<file path="src/rtl/kl8e_keyboard_pkg.sv">
// Shared definitions for the KL8E console keyboard: serial timing defaults,
// receiver state encoding and device-03 IOT function codes.
package kl8e_keyboard_pkg;

  // System timing defaults; instantiations override through the top parameters.
  localparam int unsigned DEFAULT_CLOCK_FREQUENCY = 50_000_000;
  localparam int unsigned DEFAULT_BAUD_RATE       = 9600;

  typedef enum logic [1:0] {
    RX_IDLE,
    RX_START,
    RX_DATA,
    RX_STOP
  } rx_state_t;

  localparam logic [2:0] IOT_OPCODE = 3'o6;
  localparam logic [5:0] KB_DEVICE  = 6'o03;

  localparam logic [2:0] KCF = 3'o0;
  localparam logic [2:0] KSF = 3'o1;
  localparam logic [2:0] KCC = 3'o2;
  localparam logic [2:0] KRS = 3'o4;
  localparam logic [2:0] KIE = 3'o5;
  localparam logic [2:0] KRB = 3'o6;

  // Bit period in clock cycles, rounded to nearest.
  function automatic int unsigned bit_period(input int unsigned freq,
                                             input int unsigned baud);
    return (freq + baud / 2) / baud;
  endfunction

endpackage

</file>
<file path="src/rtl/kl8e_keyboard_uart_rx_core.sv">
// 8N1 serial receiver: rx synchronizer, bit timer, receive FSM and shift
// register. Emits the received byte with a one-cycle done pulse.
module uart_rx_core
  import kl8e_keyboard_pkg::*;
#(
  parameter int unsigned bitp = 16
) (
  input  logic       clk,
  input  logic       resetn,
  input  logic       rx,
  output logic [0:7] data,
  output logic       done
);

  localparam int unsigned TW = $clog2(bitp + 1);
  // Timer counts down to zero inclusive, so loading N-1 yields an N-cycle interval.
  localparam logic [TW-1:0] FULL_LOAD = TW'(bitp - 1);
  localparam logic [TW-1:0] HALF_LOAD = TW'((bitp / 2 > 0) ? (bitp / 2 - 1) : 0);

  logic rx_meta, rx_sync, rx_prev;

  rx_state_t     state, state_next;
  logic [TW-1:0] timer, timer_next;
  logic [2:0]    bit_cnt, bit_cnt_next;
  logic [0:7]    shift, shift_next;
  logic          frame_err, frame_err_next;
  logic          done_next;
  logic          expire;

  always_ff @(posedge clk or negedge resetn) begin
    if (!resetn) begin
      rx_meta <= 1'b1;
      rx_sync <= 1'b1;
      rx_prev <= 1'b1;
    end else begin
      rx_meta <= rx;
      rx_sync <= rx_meta;
      rx_prev <= rx_sync;
    end
  end

  always_ff @(posedge clk or negedge resetn) begin
    if (!resetn) begin
      state     <= RX_IDLE;
      timer     <= '0;
      bit_cnt   <= '0;
      shift     <= '0;
      frame_err <= 1'b0;
      done      <= 1'b0;
    end else begin
      state     <= state_next;
      timer     <= timer_next;
      bit_cnt   <= bit_cnt_next;
      shift     <= shift_next;
      frame_err <= frame_err_next;
      done      <= done_next;
    end
  end

  assign expire = (timer == '0);

  always_comb begin
    state_next     = state;
    timer_next     = expire ? timer : timer - 1'b1;
    bit_cnt_next   = bit_cnt;
    shift_next     = shift;
    frame_err_next = frame_err;
    done_next      = 1'b0;

    unique case (state)
      RX_IDLE: begin
        if (rx_prev && !rx_sync) begin
          state_next = RX_START;
          timer_next = HALF_LOAD;
        end
      end
      RX_START: begin
        if (expire) begin
          if (!rx_sync) begin
            state_next   = RX_DATA;
            timer_next   = FULL_LOAD;
            bit_cnt_next = '0;
          end else begin
            state_next = RX_IDLE;
          end
        end
      end
      RX_DATA: begin
        if (expire) begin
          // LSB arrives first and ends up at data[7] after eight shifts.
          shift_next   = {rx_sync, shift[0:6]};
          timer_next   = FULL_LOAD;
          bit_cnt_next = bit_cnt + 3'd1;
          if (bit_cnt == 3'd7) state_next = RX_STOP;
        end
      end
      RX_STOP: begin
        if (frame_err) begin
          if (rx_sync) begin
            state_next     = RX_IDLE;
            frame_err_next = 1'b0;
          end
        end else if (expire) begin
          if (rx_sync) begin
            done_next  = 1'b1;
            state_next = RX_IDLE;
          end else begin
            frame_err_next = 1'b1;
          end
        end
      end
      default: state_next = RX_IDLE;
    endcase
  end

  assign data = shift;

endmodule

</file>
<file path="src/rtl/kl8e_keyboard.sv">
// KL8E console keyboard: character buffer, keyboard flag, interrupt enable
// and device-03 IOT decode around the serial receiver core.
module kl8e_keyboard
  import kl8e_keyboard_pkg::*;
#(
  parameter int unsigned clock_frequency = DEFAULT_CLOCK_FREQUENCY,
  parameter int unsigned baud_rate       = DEFAULT_BAUD_RATE
) (
  input  logic        clk,
  input  logic        resetn,
  input  logic        rx,
  input  logic [0:11] instruction,
  input  logic        iot_strobe,
  input  logic [0:11] ac_in,
  output logic        skip,
  output logic        clear_ac,
  output logic [0:11] or_ac,
  output logic        kb_flag,
  output logic        irq
);

  localparam int unsigned BITP = bit_period(clock_frequency, baud_rate);

  logic [0:7] rx_data;
  logic       rx_done;
  logic [0:7] buffer;
  logic       int_enable;
  logic       kb_iot;
  logic [2:0] fn;
  logic       flag_clear;
  logic       ie_load;

  uart_rx_core #(
    .bitp(BITP)
  ) u_core (
    .clk   (clk),
    .resetn(resetn),
    .rx    (rx),
    .data  (rx_data),
    .done  (rx_done)
  );

  assign kb_iot = iot_strobe && (instruction[0:2] == IOT_OPCODE)
                             && (instruction[3:8] == KB_DEVICE);
  assign fn     = instruction[9:11];

  always_comb begin
    skip       = 1'b0;
    clear_ac   = 1'b0;
    or_ac      = '0;
    flag_clear = 1'b0;
    ie_load    = 1'b0;
    if (kb_iot) begin
      unique case (fn)
        KCF: flag_clear = 1'b1;
        KSF: skip = kb_flag;
        KCC: begin
          clear_ac   = 1'b1;
          flag_clear = 1'b1;
        end
        KRS: or_ac = {4'b0000, buffer};
        KIE: ie_load = 1'b1;
        KRB: begin
          clear_ac   = 1'b1;
          or_ac      = {4'b0000, buffer};
          flag_clear = 1'b1;
        end
        default: ;
      endcase
    end
  end

  // A completing character takes priority over a clearing IOT in the same cycle.
  always_ff @(posedge clk or negedge resetn) begin
    if (!resetn) begin
      buffer     <= '0;
      kb_flag    <= 1'b0;
      int_enable <= 1'b1;
    end else begin
      if (rx_done) begin
        buffer  <= rx_data;
        kb_flag <= 1'b1;
      end else if (flag_clear) begin
        kb_flag <= 1'b0;
      end
      if (ie_load) int_enable <= ac_in[11];
    end
  end

  assign irq = kb_flag & int_enable;

endmodule

</file>
<file path="config.mk">
export PLATFORM = sky130hd
export DESIGN_NAME = kl8e_keyboard
export DESIGN_NICKNAME = d
export VERILOG_FILES = /design/src/rtl/kl8e_keyboard_pkg.sv /design/src/rtl/kl8e_keyboard_uart_rx_core.sv /design/src/rtl/kl8e_keyboard.sv
export SDC_FILE = /design/constraint.sdc
export NUM_CORES = 1
export LEC_CHECK = 0
export BUFFER_PORTS_ARGS = -buffer_cell sky130_fd_sc_hd__buf_2
export CAP_MARGIN = 20
export CELL_PAD_IN_SITES_DETAIL_PLACEMENT = 0
export CELL_PAD_IN_SITES_GLOBAL_PLACEMENT = 1
export CORE_UTILIZATION = 42
export DETAILED_ROUTE_END_ITERATION = 8
export PLACE_DENSITY = 0.9
export SLEW_MARGIN = 20
export SYNTH_ARGS = -nofsm -noshare
export SYNTH_HDL_FRONTEND = slang
export SYNTH_SLANG_ARGS = --single-unit
</file>
<file path="constraint.sdc">
create_clock -name clk -period 2.7 [get_ports clk]
set_input_delay 0.54 -clock clk [delete_from_list [all_inputs] [get_ports clk]]
set_output_delay 0.54 -clock clk [all_outputs]
set_load 0.03 [all_outputs]
</file>
==> results of run 1 <==
-- stage by stage --
| stage | instance area (sq um) | util [%] | total power, W | setup slack (ns) |
|---|---|---|---|---|
| final | 2380 | 50.1 | 0.00174 | 0.299 |
| after global routing | 2380 | 50.1 | 0.00184 | 0.0960 |
| after CTS | 2380 | 50.0 | 0.00175 | 0.245 |
| after detailed placement | 2280 | 48.0 | 0.00131 | 0.275 |
| after global placement | 2280 | 48.0 | 0.00130 | 0.292 |
| after floorplan | 2100 | - | 0.00118 | 0.190 |
-- critical path: cells and delay by family --
family	cells	cell delay [ns]
and+or+nand+nor	4	0.85
buffers and inverters	3	0.46
-- sequential cells by signal, summed over array words and instances (netlist names), named ones only --
register	count
u_core.rx_sync	1
kb_flag	1
u_core.frame_err	1
int_enable	1
u_core.timer	13
u_core.rx_meta	1
u_core.state	1
u_core.bit_cnt	3
u_core.rx_prev	1
u_core.done	1
u_core.data	8
buffer	8
-- cell type report --
cell class                 count  area, sq um  share of cell area, %
timing repair buffer          32          170                   7.15
sequential                    41         1030                   43.3
inverter                       6         22.5                  0.946
tap                           67         83.8                   3.52
clock inverter                 3         25.0                   1.05
clock buffer                   5         68.8                   2.89
multi-input combinational    138          980                   41.1
-- metal layers --
layer / GRT usage, % / up-vias
li1: - / 750
met1: 22.4 / 750
met2: 24.7 / 17
met3: 3.33 / 7
met4: 7.84 / 0
met5: 0 / -
-- power breakdown --
part | internal, W | switching, W
clock | 0.000188 | 0.000244
sequential | 0.000715 | 0.000133
combinational | 0.000217 | 0.000242
total | 0.00112 | 0.000619
-- layout by cell type (no fill, tap or decap), types with 5 or more instances in the layout --
| master | instances |
|---|---|
| dfrtp_1 | 37 |
| buf_2 | 28 |
| mux2_2 | 19 |
| a21oi_1 | 15 |
| nand2_1 | 13 |
| and2_1 | 10 |
| nor2_1 | 7 |
| nor3_1 | 6 |
| inv_1 | 5 |
| clkbuf_8 | 5 |
-- cells by family after synthesis --
kind of cell,count (synthesis),synth area share (%)
compound gates,40,13.0
flops,41,49.4
xor+xnor,5,2.10
simple gates,66,18.3
other cells,1,0.180
fa+ha+maj,4,2.40
mux,19,10.3
buf+inv,17,4.38
-- worst min path at each step --
stage	endpoint	slack, ns
after detailed placement	u_core.rx_sync	0.35
final	u_core.rx_meta	0.32
after global placement	u_core.rx_sync	0.35
after floorplan	asynchronous set/reset pin	0.24
after CTS	u_core.rx_meta	0.32
after global routing	u_core.rx_meta	0.31
-- what timing repair did --
item | in CTS | in global routing
endpoints found under the setup margin | 0 | 1
gates resized for setup | 0 | 1
hold endpoints to repair | 0 | 0
==> summary.md, run 1 <==
| Metric | Value |
|---|---|
| Initial antenna violation count | `0` |
| DIE HEIGHT | `72.5 microns` |
| Most frequent CP cell | `buf_2` |
| Reg-to-reg startpoint | `u_core.timer[0]` |
| Clock H-tree levels | `2` |
| Hold Startpoint | `rx` |
| Cell count of the worst reg-to-reg path | `10` |
| CP endpoint kind | `output port` |
| Max-Cap Viols | `0` |
| Crit path DAT | `1.86 ns` |
| Synth Instances | `193` |
| Crit Path Max Fanout | `8` |
| Worst-Skew Late Latency | `0.31 ns` |
| Syn-to-layout area delta | `14.2%` |
| Post-DP HPWL | `2690 microns` |
| Worst-Margin Slew | `0.891 ns` |
| Worst path required time | `2.16 ns` |
| Slowest CP cell | `nor4_1` |
| Vias in the first global route | `1372` |
| Synthesized area per cell | `10.8 sq um` |
| CP endpoint | `or_ac[5]` |
| Hold buffer count at CTS | `0` |
| Worst Hold Path Cells | `1` |
| Top cells by count, synth | `dfrtp_1 (37), mux2_2 (19), a21oi_1 (15)` |
| Post-synth EDFFs | `0` |
| Crit Path Category | `in2out` |
| FF-to-FF End | `u_core.timer[0]` |
| Final WL | `3950 microns` |
| CTS tree | `done` |
| Highest Signal Layer | `met4` |
| Unique masters post-synth | `48` |
| Minimum hold slack | `0.323 ns` |
| Clk slew on worst S/H paths | `0.08 ns` |
| TritonCTS buffer count | `5` |
| GRT overflow | `0` |
| Synthesized cell area | `2090 sq um` |
| Critical Path Start | `instruction[5]` |
| Final Hold Fails | `0` |
| DRC | `0` |
| Slew Viols, Final | `0` |
| Placed Cells | `284` |
| Vias per cell | `5.22` |
| Initial drt markers | `104` |
| Status | `completed` |
| Primary FF master, synth | `dfrtp_1` |
| Number of I/O port buffers | `28` |
| Setup Viol. Count Final | `0` |
| Global-route wire length before repair | `6470 microns` |
| Die area | `5250 sq um` |
| Setup TNS Final | `0 ns` |
| Routed wl met2 | `1880 microns` |
| CP max stage delay | `0.26 ns` |
| Worst path cell trace | `buf_2 -> nor4_1 -> nand4_1 -> nor3b_1 -> buf_4 -> and2_1 -> buf_2` |
| Leak Pwr | `1.14 nW` |
| Wire per inst | `13.5 microns` |
| Ant. Diodes | `0` |
| Root Buffer | `clkbuf_8` |
| Count leader, synth | `dfrtp_1` |
| Row cnt | `25` |
| Synth top area share | `44.4%` |
| GP Congestion | `0.781` |
| Yosys reg bits | `41` |
| Sequential area share after synthesis | `49.4%` |
| R2R Setup Slk | `0.33 ns` |
| Period utilization | `88.9%` |
| Nets@finish | `256` |
| Share of cells above drive strength 1 | `31.6%` |
| Layout fillers | `464` |
| Post-route ant nets | `0` |
| Routed wl met3 | `120 microns` |
| Drt first pass iters | `4` |
| Area contributors post-synth | `dfrtp_1 (44%), mux2_2 (10%), dfstp_2 (5.0%)` |
| Boundary Pins | `44` |
| Min cycle time layout | `2.40 ns` |
| PD cells | `731 nW/um^2` |
| Via count | `1524` |
| Clock buffer depth | `2` |
| Core footprint | `4750 sq um` |
| All-layer global routing usage | `16.3%` |
| Clock Skew | `0.00723 ns` |
| Peak VDD IR | `0.000385 V` |
| Synth async-reset ratio | `100%` |
| CTS Sinks | `41` |
| Starting Density | `43.9%` |
| Worst hold-check path type | `in2reg` |
| Final non-filler cell total | `292` |
| Synth Warn # | `0` |
| Met1 WL | `1900 microns` |
| Slew headroom | `40.6%` |
| Die Wd | `72.5 microns` |
| Kind of start point of the critical path | `input port` |
| Max frequency | `0.416 GHz` |
| Setup bufs post-CTS | `0` |
| Largest net degree at the start of global routing | `42` |
| RSZ-0062 raised after global routing | `no` |
| Yosys top cell by area | `dfrtp_1` |
No activity file was read; power rests on OpenSTA's default activity.
==> run 2: changes to the inputs <==
--- a/config.mk
+++ b/config.mk
@@ -11,7 +11,7 @@
 export CELL_PAD_IN_SITES_GLOBAL_PLACEMENT = 1
 export CORE_UTILIZATION = 42
 export DETAILED_ROUTE_END_ITERATION = 8
-export PLACE_DENSITY = 0.9
+export PLACE_DENSITY_LB_ADDON = 0.12
 export SLEW_MARGIN = 20
 export SYNTH_ARGS = -nofsm -noshare
 export SYNTH_HDL_FRONTEND = slang
==> summary.md, run 2 (synthesis results as in run 1) <==
| Metric | Value |
|---|---|
| Syn-to-layout area delta | `13.6% (was 14.2%)` |
| GP Congestion | `0.840 (was 0.781)` |
| Worst-Margin Slew | `0.880 ns (was 0.891 ns)` |
| Boundary Pins | `44 (unchanged)` |
| Root Buffer | `clkbuf_8 (unchanged)` |
| Commonest non-fill, non-tap cell in the layout | `dfrtp_1 (unchanged)` |
| Reg power frac | `50.0% (was 48.8%)` |
| CP max stage delay | `0.43 ns (was 0.26 ns)` |
| FF-to-FF End | `u_core.timer[0] (unchanged)` |
| Kind of start point of the critical path | `flip-flop (was input port)` |
| R2R Setup Slk | `0.27 ns (was 0.33 ns)` |
| Clk slew on worst S/H paths | `0.08 ns (about the same)` |
| Share of cells above drive strength 1 | `30.7% (was 31.6%)` |
| Worst path cell trace | `inv_1 -> ha_1 -> nor3b_1 -> and4_1 -> inv_2 -> ha_1 -> nor2_1 -> a22oi_1 -> o21ai_0 -> a221oi_1 (was buf_2 -> nor4_1 -> nand4_1 -> nor3b_1 -> buf_4 -> and2_1 -> buf_2)` |
| Comb pwr share | `27.3% (was 26.4%)` |
| GRT overflow | `0 (unchanged)` |
| Most flop-heavy register | `u_core.timer (unchanged)` |
| Post-DP HPWL | `2960 microns (was 2690 microns)` |
| CTS Sinks | `41 (unchanged)` |
| Worst hold-check path type | `in2reg (unchanged)` |
| Crit path DAT | `2.61 ns (was 1.86 ns)` |
| Worst-Skew Late Latency | `0.28 ns (was 0.31 ns)` |
| Final Hold Fails | `0 (unchanged)` |
| All-layer global routing usage | `16.6% (was 16.3%)` |
| Period utilization | `89.8% (was 88.9%)` |
| TritonCTS buffer count | `5 (unchanged)` |
| Core footprint | `4750 sq um (unchanged)` |
| CTS tree | `done (unchanged)` |
| Max reg flops | `13 (unchanged)` |
| Crit Path Category | `reg2reg (was in2out)` |
| Starting Density | `43.9% (unchanged)` |
| Clock H-tree levels | `2 (unchanged)` |
| Peak VDD IR | `0.000321 V (was 0.000385 V)` |
| Row cnt | `25 (unchanged)` |
| Wire per inst | `13.7 microns (was 13.5 microns)` |
| CP endpoint kind | `flip-flop (was output port)` |
| Clock Skew | `0.00382 ns (was 0.00723 ns)` |
| Layout fillers | `465 (was 464)` |
| Slew headroom | `41.3% (was 40.6%)` |
| Die Wd | `72.5 microns (unchanged)` |
| Die area | `5250 sq um (unchanged)` |
| Drt first pass iters | `4 (unchanged)` |
| Final WL | `4010 microns (was 3950 microns)` |
| Slew Viols, Final | `0 (unchanged)` |
| Number of I/O port buffers | `28 (unchanged)` |
| DRC | `0 (unchanged)` |
| P_sw | `0.000579 W (was 0.000619 W)` |
| Met1 usage | `20.6% (was 22.4%)` |
| Global Route met2 Usage | `28.3% (was 24.7%)` |
| Most frequent CP cell | `ha_1 (was buf_2)` |
| Setup Viol. Count Final | `0 (unchanged)` |
| Min-Delay Endpoint | `u_core.rx_meta (unchanged)` |
| PD cells | `714 nW/um^2 (was 731 nW/um^2)` |
| Worst path required time | `2.89 ns (was 2.16 ns)` |
| Switch share | `34.2% (was 35.6%)` |
| GR Util met3 | `4.44% (was 3.33%)` |
| Post_cts resized | `0 (unchanged)` |
| Post-route ant nets | `0 (unchanged)` |
| Max-Cap Viols | `0 (unchanged)` |
| Ant. Diodes | `0 (unchanged)` |
| Final total power | `0.00169 W (was 0.00174 W)` |
| Nets@finish | `256 (unchanged)` |
| Pint | `0.00111 W (was 0.00112 W)` |
| Slowest CP cell | `dfrtp_1 (was nor4_1)` |
| Hold buffer count at CTS | `0 (unchanged)` |
| Commonest cells after routing, fill and taps aside | `dfrtp_1 (37), buf_2 (28), mux2_2 (19) (unchanged)` |
| Initial drt markers | `65 (was 104)` |
| Hold Startpoint | `rx (unchanged)` |
| Worst Hold Path Cells | `1 (unchanged)` |
| Status | `completed (unchanged)` |
| Setup TNS Final | `0 ns (unchanged)` |
| Cell count of the worst reg-to-reg path | `10 (unchanged)` |
| Crit Path Max Fanout | `11 (was 8)` |
| DIE HEIGHT | `72.5 microns (unchanged)` |
| Max frequency | `0.412 GHz (was 0.416 GHz)` |
| Vias in the first global route | `1477 (was 1372)` |
| Clock buffer depth | `2 (unchanged)` |
| Clk network pwr share | `22.7% (was 24.8%)` |
| RSZ-0062 raised after global routing | `no (unchanged)` |
| Min cycle time layout | `2.43 ns (was 2.40 ns)` |
| Global route hottest layer | `met2 (unchanged)` |
| Initial antenna violation count | `0 (unchanged)` |
| Via count | `1541 (was 1524)` |
| Leak Pwr | `1.13 nW (was 1.14 nW)` |
| Setup bufs post-CTS | `0 (unchanged)` |
| Global-route wire length before repair | `6610 microns (was 6470 microns)` |
| Largest net degree at the start of global routing | `42 (unchanged)` |
| Vias per cell | `5.28 (was 5.22)` |
| Reg-to-reg startpoint | `u_core.timer[0] (unchanged)` |
## run 2: through the flow
step | hold WS [ns] | std cells | setup slack, ns | cell area, sq um | util (%)
after global placement | 0.349 | 284 | 0.295 | 2280 | 48.0
after floorplan | 0.244 | 196 | 0.190 | 2100 | -
final | 0.349 | 292 | 0.274 | 2370 | 49.8
after global routing | 0.331 | 292 | 0.0276 | 2370 | 49.8
after detailed placement | 0.350 | 284 | 0.271 | 2280 | 48.0
after CTS | 0.336 | 292 | 0.254 | 2370 | 49.8
## run 2: worst max path at each step
stage / start / endpoint / slack (ns) / depth (start not counted)
CTS: u_core.timer[0] / u_core.timer[0] / 0.25 / 10
detailed placement: u_core.timer[0] / u_core.timer[0] / 0.27 / 10
finish: u_core.timer[0] / u_core.timer[0] / 0.27 / 10
global placement: instruction[5] / or_ac[11] / 0.29 / 7
global route: u_core.timer[0] / u_core.timer[0] / 0.03 / 10
floorplan: instruction[5] / skip / 0.19 / 3
## run 2: area by class of cell
cell class / instances / area, sq um / area share (%)
Tap cell: 67 / 83.8 / 3.54
Inverter: 6 / 22.5 / 0.950
Timing Repair Buffer: 32 / 170 / 7.18
Clock buffer: 6 / 72.6 / 3.06
Clock inverter: 2 / 15.0 / 0.634
Multi-Input combinational cell: 138 / 975 / 41.1
Sequential cell: 41 / 1030 / 43.5
## run 2: routing by layer
metal	wire [microns]	part of all wire (%)
met5	0	0
met2	2090	52
met4	17	0.42
met3	101	2.5
met1	1800	45
## run 2: power groups by stage
stage          logic, W  registers [W]  clock network, W
4_1_cts        0.000464       0.000844          0.000404
6_report       0.000463       0.000845          0.000384
3_3_place_gp   0.000449       0.000850                 0
5_1_grt        0.000522       0.000864          0.000430
3_5_place_dp   0.000460       0.000855                 0
2_1_floorplan  0.000348       0.000829                 0
## run 2: worst max-delay path: cells and delay by family, from the launching register on
family                     cells  cell delay (ns)
AOI/OAI and AO/OA              3             0.54
adders and majority gates      2             0.58
buffers and inverters          2             0.20
DFF                            1             0.43
and+or+nand+nor                3             0.59
==> run 3: changes to the inputs <==
--- a/config.mk
+++ b/config.mk
@@ -9,7 +9,7 @@
 export CAP_MARGIN = 20
 export CELL_PAD_IN_SITES_DETAIL_PLACEMENT = 0
 export CELL_PAD_IN_SITES_GLOBAL_PLACEMENT = 1
-export CORE_UTILIZATION = 42
+export CORE_UTILIZATION = 38
 export DETAILED_ROUTE_END_ITERATION = 8
 export PLACE_DENSITY_LB_ADDON = 0.12
 export SLEW_MARGIN = 20
==> constraint.sdc (replaced) <==
create_clock -name clk -period 2.12 [get_ports clk]
set_input_delay 0.424 -clock clk [delete_from_list [all_inputs] [get_ports clk]]
set_output_delay 0.424 -clock clk [all_outputs]
set_load 0.03 [all_outputs]
==> summary.md, run 3 (synthesis results as in run 1) <==
| Metric | Value |
|---|---|
| Nets@finish | `270 (was 256)` |
| Layout fillers | `473 (was 465)` |
| Min cycle time layout | `2.07 ns` |
| Pint | `0.00170 W (was 0.00111 W)` |
| GR Util met3 | `3.47% (was 4.44%)` |
| Row cnt | `26 (was 25)` |
| Crit Path Max Fanout | `8 (was 11)` |
| DIE HEIGHT | `76.1 microns (was 72.5 microns)` |
| Kind of start point of the critical path | `input port (was flip-flop)` |
| Crit path DAT | `1.65 ns (was 2.61 ns)` |
| Largest net degree at the start of global routing | `42 (unchanged)` |
| Stages on the worst setup path | `7 (was 10)` |
| CP max stage delay | `0.25 ns (was 0.43 ns)` |
| Clock Skew | `0.0124 ns (was 0.00382 ns)` |
| Switch share | `33.4% (was 34.2%)` |
| Vias per cell | `5.14 (was 5.28)` |
| Worst path cell trace | `buf_6 -> nor4_4 -> nand4_1 -> nor3b_2 -> buf_4 -> and2_4 -> buf_6 (was inv_1 -> ha_1 -> nor3b_1 -> and4_1 -> inv_2 -> ha_1 -> nor2_1 -> a22oi_1 -> o21ai_0 -> a221oi_1)` |
| All-layer global routing usage | `16.1% (was 16.6%)` |
| Core footprint | `5200 sq um (was 4750 sq um)` |
| Final WL | `4480 microns (was 4010 microns)` |
| Clock H-tree levels | `2 (unchanged)` |
| Wire per inst | `14.5 microns (was 13.7 microns)` |
| Via count | `1588 (was 1541)` |
| Reg power frac | `42.4% (was 50.0%)` |
| GP Congestion | `0.816 (was 0.840)` |
| Share of cells above drive strength 1 | `43.5% (was 30.7%)` |
| TritonCTS buffer count | `5 (unchanged)` |
| Die Wd | `76.1 microns (was 72.5 microns)` |
| Most frequent CP cell | `buf_6 (was ha_1)` |
| Crit Path Category | `in2out (was reg2reg)` |
| CTS tree | `done (unchanged)` |
| Met1 usage | `20.2% (was 20.6%)` |
| Global-route wire length before repair | `7560 microns (was 6610 microns)` |
| Worst hold-check path type | `in2async (was in2reg)` |
| Most flop-heavy register | `u_core.timer (unchanged)` |
| Seq. cell area | `1030 sq um (about the same)` |
| Worst path required time | `1.70 ns (was 2.89 ns)` |
| Largest delay share family, worst path | `simple AND/OR/NAND/NOR gates (unchanged)` |
| Slew headroom | `65.2% (was 41.3%)` |
| Peak VDD IR | `0.000407 V (was 0.000321 V)` |
| Clk network pwr share | `24.4% (was 22.7%)` |
| Max frequency | `0.483 GHz` |
| Slew Viols, Final | `0 (unchanged)` |
| Commonest non-fill, non-tap cell in the layout | `dfrtp_1 (unchanged)` |
| Comb pwr share | `33.2% (was 27.3%)` |
| Status | `completed (unchanged)` |
| Boundary Pins | `44 (unchanged)` |
| RSZ-0062 raised after global routing | `yes (was no)` |
| Syn-to-layout area delta | `28.6% (was 13.6%)` |
| DRC | `0 (unchanged)` |
| Hold buffer count at CTS | `0 (unchanged)` |
| Setup WS post-layout | `0.0497 ns (was 0.274 ns)` |
| DP Worst Slack | `-0.0819 ns (was 0.271 ns)` |
| CP bufs+invs | `3 (was 2)` |
| Initial drt markers | `82 (was 65)` |
| Clk slew on worst S/H paths | `0.07 ns (was 0.08 ns)` |
| PD cells | `954 nW/um^2 (was 714 nW/um^2)` |
| Global Route met2 Usage | `27.7% (was 28.3%)` |
| Post-route ant nets | `0 (unchanged)` |
| Period utilization | `97.7%` |
| Commonest cells after routing, fill and taps aside | `dfrtp_1 (36), mux2_2 (19), buf_4 (19) (was dfrtp_1 (37), buf_2 (28), mux2_2 (19))` |
| Slowest CP cell | `nor4_4 (was dfrtp_1)` |
| Post-DP HPWL | `3120 microns (was 2960 microns)` |
| Max reg flops | `13 (unchanged)` |
| CP endpoint kind | `output port (was flip-flop)` |
| Multi-input gate area | `1090 sq um (was 975 sq um)` |
| Leak Pwr | `1.25 nW (was 1.13 nW)` |
| Final Hold Fails | `0 (unchanged)` |
| Cell count of the worst reg-to-reg path | `10 (unchanged)` |
| Ant. Diodes | `0 (unchanged)` |
| CTS Sinks | `41 (unchanged)` |
| Vias in the first global route | `1680 (was 1477)` |
| Number of I/O port buffers | `28 (unchanged)` |
| Setup Viol. Count Final | `0 (unchanged)` |
| Drt first pass iters | `4 (unchanged)` |
| Initial antenna violation count | `0 (unchanged)` |
| Clock buffer depth | `2 (unchanged)` |
| GRT overflow | `0 (unchanged)` |
| Starting Density | `40.1% (was 43.9%)` |
| Root Buffer | `clkbuf_8 (unchanged)` |
| Max-Cap Viols | `0 (unchanged)` |
| Worst-Skew Late Latency | `0.29 ns (was 0.28 ns)` |
| Die area | `5790 sq um (was 5250 sq um)` |
| P_sw | `0.000855 W (was 0.000579 W)` |
| Global route hottest layer | `met2 (unchanged)` |
| Minimum hold slack | `0.192 ns (was 0.349 ns)` |
| Worst-Margin Slew | `0.522 ns (was 0.880 ns)` |
## run 3: cell count changes in the layout (fill, tap and decap cells not counted), moves of 2 or more
cell and delta:
buf_6 +10, and2_1 -8, clkinvlp_4 -2, buf_4 +15
ha_4 +2, ha_1 -2, buf_2 -11, nor4_4 +2
nor4_1 -3, and2_4 +8, nor3b_1 -2
## run 3: cell type report
type / instances / area share, %
Sequential cell: 41 / 38.5
Clock inverter: 3 / 1.63
Multi-Input combinational cell: 138 / 40.5
Tap cell: 70 / 3.27
Inverter: 6 / 0.840
Timing Repair Buffer: 46 / 12.7
Clock buffer: 5 / 2.57
## run 3: final timing paths
path                                  from  slack [ns]         endpoint
min reg2reg                 u_core.rx_meta        0.36   u_core.rx_sync
max in group asynchronous           resetn        1.55  u_core.timer[6]
min in group clk                        rx        0.23   u_core.rx_meta
max                         instruction[4]        0.05         or_ac[4]
max reg2reg                u_core.timer[1]        0.08  u_core.timer[0]
min                                 resetn        0.19  u_core.timer[4]
## run 3: per-layer routing
| layer | part of all wire [%] | wire length, microns |
|---|---|---|
| met3 | 2.1 | 93 |
| met2 | 50 | 2250 |
| met1 | 47 | 2110 |
| met4 | 0.65 | 29 |
| met5 | 0 | 0 |
## run 3: power groups by stage
stage	Clock, W	Combinational [W]	Sequential (W)
final	0.000625	0.000849	0.00108
after global routing	0.000677	0.000952	0.00111
after CTS	0.000644	0.000760	0.00107
after detailed placement	0	0.000734	0.00107
after global placement	0	0.000714	0.00107
after floorplan	0	0.000457	0.00107
## run 3: timing repair
item | CTS | global route
setup endpoints to repair | 9 | 11
pin swaps | 3 | 13
resized for setup | 4 | 43
setup buffers | 1 | 3
## run 3: metrics by stage
| step | setup TNS, ns | util [%] | std cells | total power (W) | area, sq um |
|---|---|---|---|---|---|
| 2_1_floorplan | -0.155 | - | 196 | 0.00152 | 2120 |
| 3_3_place_gp | -0.516 | 45.8 | 297 | 0.00178 | 2390 |
| 3_5_place_dp | -0.606 | 45.8 | 297 | 0.00181 | 2390 |
| 4_1_cts | 0 | 48.4 | 306 | 0.00247 | 2520 |
| 5_1_grt | -0.302 | 51.5 | 309 | 0.00274 | 2680 |
| 6_report | 0 | 51.5 | 309 | 0.00256 | 2680 |
